==> src/rtl/axis_pix24_pack32.sv <==
// axis_pix24_pack32: packs 24-bit AXIS pixels into a dense 32-bit byte stream with per-line tlast/tkeep.
// Optional start-of-frame sideband when AXIS_PIX_PACK_TUSER_EN is defined.
module axis_pix24_pack32 #(
  parameter int LINE_PIXELS = 640
) (
  input  logic        clk,
  input  logic        resetn,
  input  logic        s_axis_tvalid,
  output logic        s_axis_tready,
  input  logic [23:0] s_axis_tdata,
  output logic        m_axis_tvalid,
  input  logic        m_axis_tready,
  output logic [31:0] m_axis_tdata,
  output logic [3:0]  m_axis_tkeep,
  output logic        m_axis_tlast
`ifdef AXIS_PIX_PACK_TUSER_EN
  ,
  input  logic        s_axis_tuser,
  output logic        m_axis_tuser
`endif
);
  localparam int PCW = $clog2(LINE_PIXELS + 1);
  typedef enum logic {RUN, FLUSH} state_t;
  state_t         state;
  logic [1:0]     r;
  logic [23:0]    res;
  logic [PCW-1:0] pcnt;
  logic [47:0]    cat;
  logic           out_free, accept, eol, emit;
`ifdef AXIS_PIX_PACK_TUSER_EN
  logic           res_user;
`endif
  assign out_free      = ~m_axis_tvalid | m_axis_tready;
  assign s_axis_tready = out_free & (state == RUN);
  assign accept        = s_axis_tvalid & s_axis_tready;
  assign eol           = pcnt == PCW'(LINE_PIXELS - 1);
  // Residue bytes above r are kept zero, so OR-ing in the shifted pixel yields the byte stream.
  assign cat           = {24'h0, res} | ({24'h0, s_axis_tdata} << {r, 3'b000});
  assign emit          = accept & ((r != 2'd0) | eol);
  always_ff @(posedge clk or negedge resetn) begin
    if (!resetn) begin
      state         <= RUN;
      r             <= 2'd0;
      res           <= 24'h0;
      pcnt          <= '0;
      m_axis_tvalid <= 1'b0;
      m_axis_tdata  <= 32'h0;
      m_axis_tkeep  <= 4'h0;
      m_axis_tlast  <= 1'b0;
`ifdef AXIS_PIX_PACK_TUSER_EN
      res_user      <= 1'b0;
      m_axis_tuser  <= 1'b0;
`endif
    end else if (state == FLUSH) begin
      if (out_free) begin
        m_axis_tvalid <= 1'b1;
        m_axis_tdata  <= {8'h0, res};
        m_axis_tkeep  <= r == 2'd1 ? 4'h1 : 4'h3;
        m_axis_tlast  <= 1'b1;
        r             <= 2'd0;
        res           <= 24'h0;
        state         <= RUN;
`ifdef AXIS_PIX_PACK_TUSER_EN
        m_axis_tuser  <= res_user;
        res_user      <= 1'b0;
`endif
      end
    end else begin
      if (emit) begin
        m_axis_tvalid <= 1'b1;
        m_axis_tdata  <= cat[31:0];
        m_axis_tkeep  <= r == 2'd0 ? 4'h7 : 4'hF;
        m_axis_tlast  <= eol & (r <= 2'd1);
        res           <= {8'h0, cat[47:32]};
        r             <= r == 2'd0 ? 2'd0 : r - 2'd1;
        state         <= eol & r[1] ? FLUSH : RUN;
`ifdef AXIS_PIX_PACK_TUSER_EN
        m_axis_tuser  <= res_user | s_axis_tuser;
        res_user      <= 1'b0;
`endif
      end else begin
        if (m_axis_tready) m_axis_tvalid <= 1'b0;
        if (accept) begin
          res <= s_axis_tdata;
          r   <= 2'd3;
`ifdef AXIS_PIX_PACK_TUSER_EN
          res_user <= s_axis_tuser;
`endif
        end
      end
      if (accept) pcnt <= eol ? '0 : pcnt + 1'b1;
    end
  end
endmodule

==> config.mk <==
export PLATFORM = sky130hd
export DESIGN_NAME = axis_pix24_pack32
export DESIGN_NICKNAME = d
export VERILOG_FILES = /design/src/rtl/axis_pix24_pack32.sv
export SDC_FILE = /design/constraint.sdc
export NUM_CORES = 1
export LEC_CHECK = 0
export CORE_MARGIN = 5
export CORE_UTILIZATION = 30
export DETAILED_ROUTE_END_ITERATION = 8
export SKIP_CTS_REPAIR_TIMING = 1
export SLEW_MARGIN = 20
export SYNTH_ARGS = -nofsm -noshare
export SYNTH_HDL_FRONTEND = slang
export SYNTH_SLANG_ARGS = --single-unit
==> constraint.sdc <==
create_clock -name clk -period 2.1 [get_ports clk]
set_input_delay 0.21 -clock clk [delete_from_list [all_inputs] [get_ports clk]]
set_output_delay 0.21 -clock clk [all_outputs]
set_load 0.05 [all_outputs]
Word level (Yosys, flattened, before mapping)
Index checks and enable logic that the tools add are counted.
- flip-flop bits (word level): 75
- input port bits: 28
- word-level logic and storage cells: 62
- $add $sub $neg: 2
- order comparisons: 1
- eq/ne operators: 3
- shift-type cells: 1
- mux-type cells: 28
- bitwise logic cells: 10
- reduce and logical (&&, ||, !) cells: 9
- operator list (cell ; number):
    2-to-1 mux 24 bit ; 4
    2-to-1 mux 32 bit ; 3
    bitwise OR 24 x 48 -> 48 bit ; 1
    left shift 24 x 5 -> 48 bit ; 1
    2-to-1 mux 4 bit ; 4
    2-to-1 mux 2 bit ; 6
    adder 10 x 1 -> 10 bit, second input constant ; 1
    equality test 10 bit, second input constant ; 1
    2-to-1 mux 1 bit ; 10
    2-to-1 mux 10 bit ; 1
    AND reduction 2 bit ; 4
    nonzero test 3 bit ; 2
    bitwise AND 1 bit ; 5
    nonzero test 2 bit ; 2
    equality test 2 x 1 -> 1 bit, second input constant ; 1
    less-or-equal comparator 2 x 1 -> 1 bit, second input constant ; 1
    zero test 2 bit ; 1
    inequality test 2 x 1 -> 1 bit, second input constant ; 1
    inverter 1 bit ; 2
    bitwise OR 1 bit ; 2
    subtractor 2 x 1 -> 2 bit, second input constant ; 1

Logic depth before layout (Yosys ltp)
- depth after elaboration: 7
- gate-level depth with buffers: 7
- depth with buffers taken out: 5

Least setup slack after synthesis
No wires, ideal clock.
- path kind: register -> register
- start point: reg m_axis_tvalid
- end point: reg m_axis_tdata[30]
- library setup time: 0.125 ns
- data arrival time: 1.732 ns
- required time: 1.975 ns
- slack: 0.243 ns
- cell stages (with the launch flop): 8
- buffers on the path: 3
- period minus slack after synthesis: 1.857 ns
- path through: dfrtp_1 -> nand2b_1 -> buf_2 -> nand3_1 -> o211ai_2 -> buf_6 -> buf_12 -> mux2_4
- longest elaborated chain between the ends: 7
- elaborated cells between the ends (all ways): 8
- those cells by class: 1 x eq/ne; 5 x bitwise; 2 x reduce/logical
- RTL lines (element ; RTL line ; source):
    from (decl) ; 11 ; output logic m_axis_tvalid,
    from (signal assigned) ; 46 ; m_axis_tvalid <= 1'b0;
    from (signal assigned) ; 56 ; m_axis_tvalid <= 1'b1;
    from (signal assigned) ; 70 ; m_axis_tvalid <= 1'b1;
    inverter 1 bit * ; 33 ; assign out_free = ~m_axis_tvalid | m_axis_tready;
    bitwise OR 1 bit * ; 33 ;
    bitwise AND 1 bit ; 34 ; assign s_axis_tready = out_free & (state == RUN);
    bitwise AND 1 bit ; 35 ; assign accept = s_axis_tvalid & s_axis_tready;
    bitwise AND 1 bit ; 39 ; assign emit = accept & ((r != 2'd0) | eol);
    nonzero test 2 bit (no line) ; -- ;
    AND reduction 2 bit (no line) * ; -- ;
    to (signal assigned) ; 57 ; m_axis_tdata <= {8'h0, res};
    to (signal assigned) ; 71 ; m_axis_tdata <= cat[31:0];
    to (decl) ; 13 ; output logic [31:0] m_axis_tdata,
Mark *: on every way between the ends. The rest lies on a longest branch, timed or not.
A chain may end at the register's enable or synchronous reset.

Worst setup path in the final report
- start point: reg pcnt[0]
- end point: reg m_axis_tdata[24]
- longest elaborated chain between the ends: 5
- RTL lines (element ; RTL line ; source):
    from (decl) ; 27 ; logic [PCW-1:0] pcnt;
    from (signal assigned) ; 91 ; if (accept) pcnt <= eol ? '0 : pcnt + 1'b1;
    equality test 10 bit ; 36 ; assign eol = pcnt == PCW'(LINE_PIXELS - 1);
    bitwise OR 1 bit ; 39 ;
    bitwise AND 1 bit ; 39 ;
    nonzero test 2 bit (no line) ; -- ;
    AND reduction 2 bit (no line) ; -- ;
Every way passes these cells.

==> run_results.csv <==
group,metric,value,unit
flow_run,drv_cap,0,
setup_path,crit_required,2.32,ns
sta,slew-limit-headroom,0.433,
clocking,clkLatencyLatePin,0.34,ns
route,drt_wl_total,9780,um
setup_path,cp_max_fo,11,
yosys,ys.flop_type,"dfrtp_1",
yosys,syn_area,0.00367,sq mm
route,vias_per_cell,5.07,
layout,num-nets-final,445,
sta,fin_crit,1.87,ns
floorplanning,initial_core_util,0.306,
power_and_ir_drop,ir_drop,0.833,mV
yosys,synthArstFlopShare,1.00,
global_routing,grt_pass1_vias,2953,
yosys,yosysUniqueCellTypes,44,
power_and_ir_drop,leakage,2.24,nW
layout,syn_to_final_growth,35.2,%
placement,gp_congestion,0.806,
yosys,synthDominantCellAreaShare,0.511,
power_and_ir_drop,sw_frac_of_total,0.417,
global_routing,antenna_found_initial,0,
floorplanning,die-area,0.0146,sq mm
power_and_ir_drop,seq_power_share,0.305,
yosys,synth_edf_count,0,
floorplanning,fp.dieW,121,um
setup_path,crit_path_start_kind,"flip-flop",
sta,holdWs,0.386,ns
clocking,cts_tree,"built",
setup_path,critical-path-top-delay-family,"flip-flops",
global_routing,grt_overflow_total,0,
clocking,htreeDepth,3,
route,drcViolationCount,0,
power_and_ir_drop,clkPwrFrac,0.214,
route,wl_per_cell,17.2,um
layout,diodes,0,
setup_path,worstSetupEndpointType,"flip-flop",
sta,period_share,0.889,
route,drt_pre_antenna_iters,4,
setup_path,max_stage_delay,0.40,ns
floorplanning,rows,40,
route,dr.first_iter.drc_count,184,
clocking,cts_sinks,75,
yosys,synth.most_common_cell,"dfrtp_1",
clocking,cts_buffer_depth,2,
global_routing,grt_usage,0.139,
clocking,cts-root-buf,"clkbuf_16",
sta,max_freq,0.536,GHz
setup_path,r2r-start,"pcnt[0]",
clocking,numCtsBuffers,9,
yosys,synth_top_cell_by_area,"dfrtp_1",
placement,dpl.hpwl,6760,um
setup_path,crit_path_cell_trace,"ha_1 -> and3_1 -> nand3_1 -> o211ai_4 -> buf_12 -> buf_4 -> mux2_2",
sta,rsz0062_at_grt,"no",
power_and_ir_drop,combPwrFrac,0.481,
setup_path,crit_buf_inv,2,
layout,drive_gt1_frac,0.166,
power_and_ir_drop,power,7.81,mW
yosys,ys_top_cells_by_area,"dfrtp_1 (51%), mux2i_1 (9.3%), mux2_2 (4.9%)",
sta,finalMaxSlewViolations,0,
status,outcome,"completed",
setup_path,reg2reg_slack,0.23,ns
global_routing,grt_max_degree,40,
floorplanning,core,0.0120,sq mm
sta,setup_tns,0,ns
global_routing,grt_pass1_wl,15900,um
floorplanning,io_pins,67,
yosys,seq_area_frac_synth,0.511,
hold_path,worstHoldPathType,"input port to async pin",
power_and_ir_drop,cellPowerDensity,1570,mW/mm^2
yosys,ys_warn_count,0,
clocking,path_clk_slew,0.06,ns
sta,fin_worst_skew,0.00838,ns
route,dr_total_vias,2881,
yosys,synth_seq_cells,75,
yosys,postSynthAreaPerCell,11.1,sq um
setup_path,ff2ff_path_depth,7,
power_and_ir_drop,p_int,4.55,mW
placement,portBuffers,66,
yosys,synthCells,331,
sta,hold_violations,0,
yosys,synth_common_cells,"dfrtp_1 (75), mux2i_1 (34), nor2_1 (34)",
power_and_ir_drop,p_switching,3.26,mW
sta,worst_slew_pin_slew,0.844,ns
route,ant_nets,0,
setup_path,timing.rr.end,"m_axis_tdata[24]",
setup_path,crit_path_top_delay_cell,"dfrtp_1",
setup_path,worst_ep_arrival_time,2.09,ns
yosys,syn_nets,360,
floorplanning,die_y,121,um
sta,setup_viol,0,
setup_path,critPathKind,"flip-flop to flip-flop",
[area by class of cell]
class	count	area, sq um
fill	1163	7050
sequential	75	1880
multi-input combinational	210	1560
timing repair buffer	92	916
clock buffer	10	229
tap	147	184
inverter	28	105
clock inverter	6	88.8
[cells by family (layout without fill, tap and decap cells)]
| kind of cell | after synthesis | after routing | share of synthesized area |
|---|---|---|---|
| buffers and inverters | 46 | 136 | 0.0664 |
| AND/OR/NAND/NOR | 79 | 79 | 0.109 |
| flip-flops | 75 | 75 | 0.511 |
| adder cells (fa/ha/maj) | 1 | 1 | 0.00341 |
| multiplexers | 52 | 52 | 0.150 |
| XOR/XNOR | 5 | 5 | 0.0119 |
| AO/OA/AOI/OAI | 73 | 73 | 0.148 |
[cells in the final DEF (no fill, tap or decap), types with 3 or more instances in the layout]
master | Yosys | layout
dfrtp_1 | 75 | 75
clkdlybuf4s50_1 | 0 | 64
nor2_1 | 34 | 34
mux2i_1 | 34 | 34
inv_1 | 28 | 28
buf_4 | 1 | 22
a21oi_1 | 19 | 19
mux2_2 | 16 | 16
a221o_1 | 16 | 16
and3_1 | 10 | 10
clkbuf_16 | 0 | 9
nand3_1 | 8 | 8
a211oi_1 | 8 | 8
nand2_1 | 8 | 8
a22o_1 | 8 | 8
a22oi_1 | 8 | 8
o21ai_0 | 6 | 6
buf_12 | 1 | 5
nor3_1 | 4 | 4
xnor2_1 | 3 | 3
[flip-flops by register name, summed over array words and instances, names as in the netlist]
signal	cells
m_axis_tkeep	4
m_axis_tlast	1
m_axis_tvalid	1
r	2
m_axis_tdata	32
pcnt	10
state	1
res	24
[how the worst max path moves through the flow]
| stage | slack (ns) | cells past startpoint | startpoint | to |
|---|---|---|---|---|
| 2_1_floorplan | 0.24 | 7 | m_axis_tvalid | m_axis_tdata[30] |
| 3_3_place_gp | 0.09 | 6 | m_axis_tready | m_axis_tdata[9] |
| 3_5_place_dp | -0.0005 | 6 | m_axis_tready | m_axis_tdata[15] |
| 4_1_cts | 0.01 | 6 | pcnt[0] | m_axis_tdata[3] |
| 5_1_grt | 0.11 | 7 | pcnt[0] | m_axis_tdata[21] |
| 6_report | 0.23 | 7 | pcnt[0] | m_axis_tdata[24] |
[stage by stage]
step	worst slack (ns)	cells	util	cell area (sq um)
after floorplan	0.243	331	-	3670
after global placement	0.0917	545	0.381	4580
after detailed placement	-0.000529	545	0.381	4580
after CTS	0.00953	561	0.408	4900
after global routing	0.113	568	0.413	4960
final	0.233	568	0.413	4960
[power groups by stage]
stage,sequential (mW),clock [mW],combinational (mW)
2_1_floorplan,3.48,0,1.36
3_3_place_gp,2.39,0,3.68
3_5_place_dp,2.40,0,3.73
4_1_cts,2.38,1.71,3.74
5_1_grt,2.45,1.77,4.03
6_report,2.38,1.67,3.76
[worst reg2reg max path: stages (launching register included)]
cell	delay, ns
dfrtp_1	0.40
ha_1	0.18
and3_1	0.21
nand3_1	0.14
o211ai_4	0.22
buf_12	0.16
buf_4	0.12
mux2_2	0.32
[layer usage]
| metal | share of wire | global-route usage |
|---|---|---|
| met1 | 0.47 | 0.195 |
| met5 | 0 | 0 |
| met2 | 0.45 | 0.208 |
| met4 | 0.015 | 0.0510 |
| met3 | 0.064 | 0.0332 |
No activity file was read; power rests on OpenSTA's default activity.
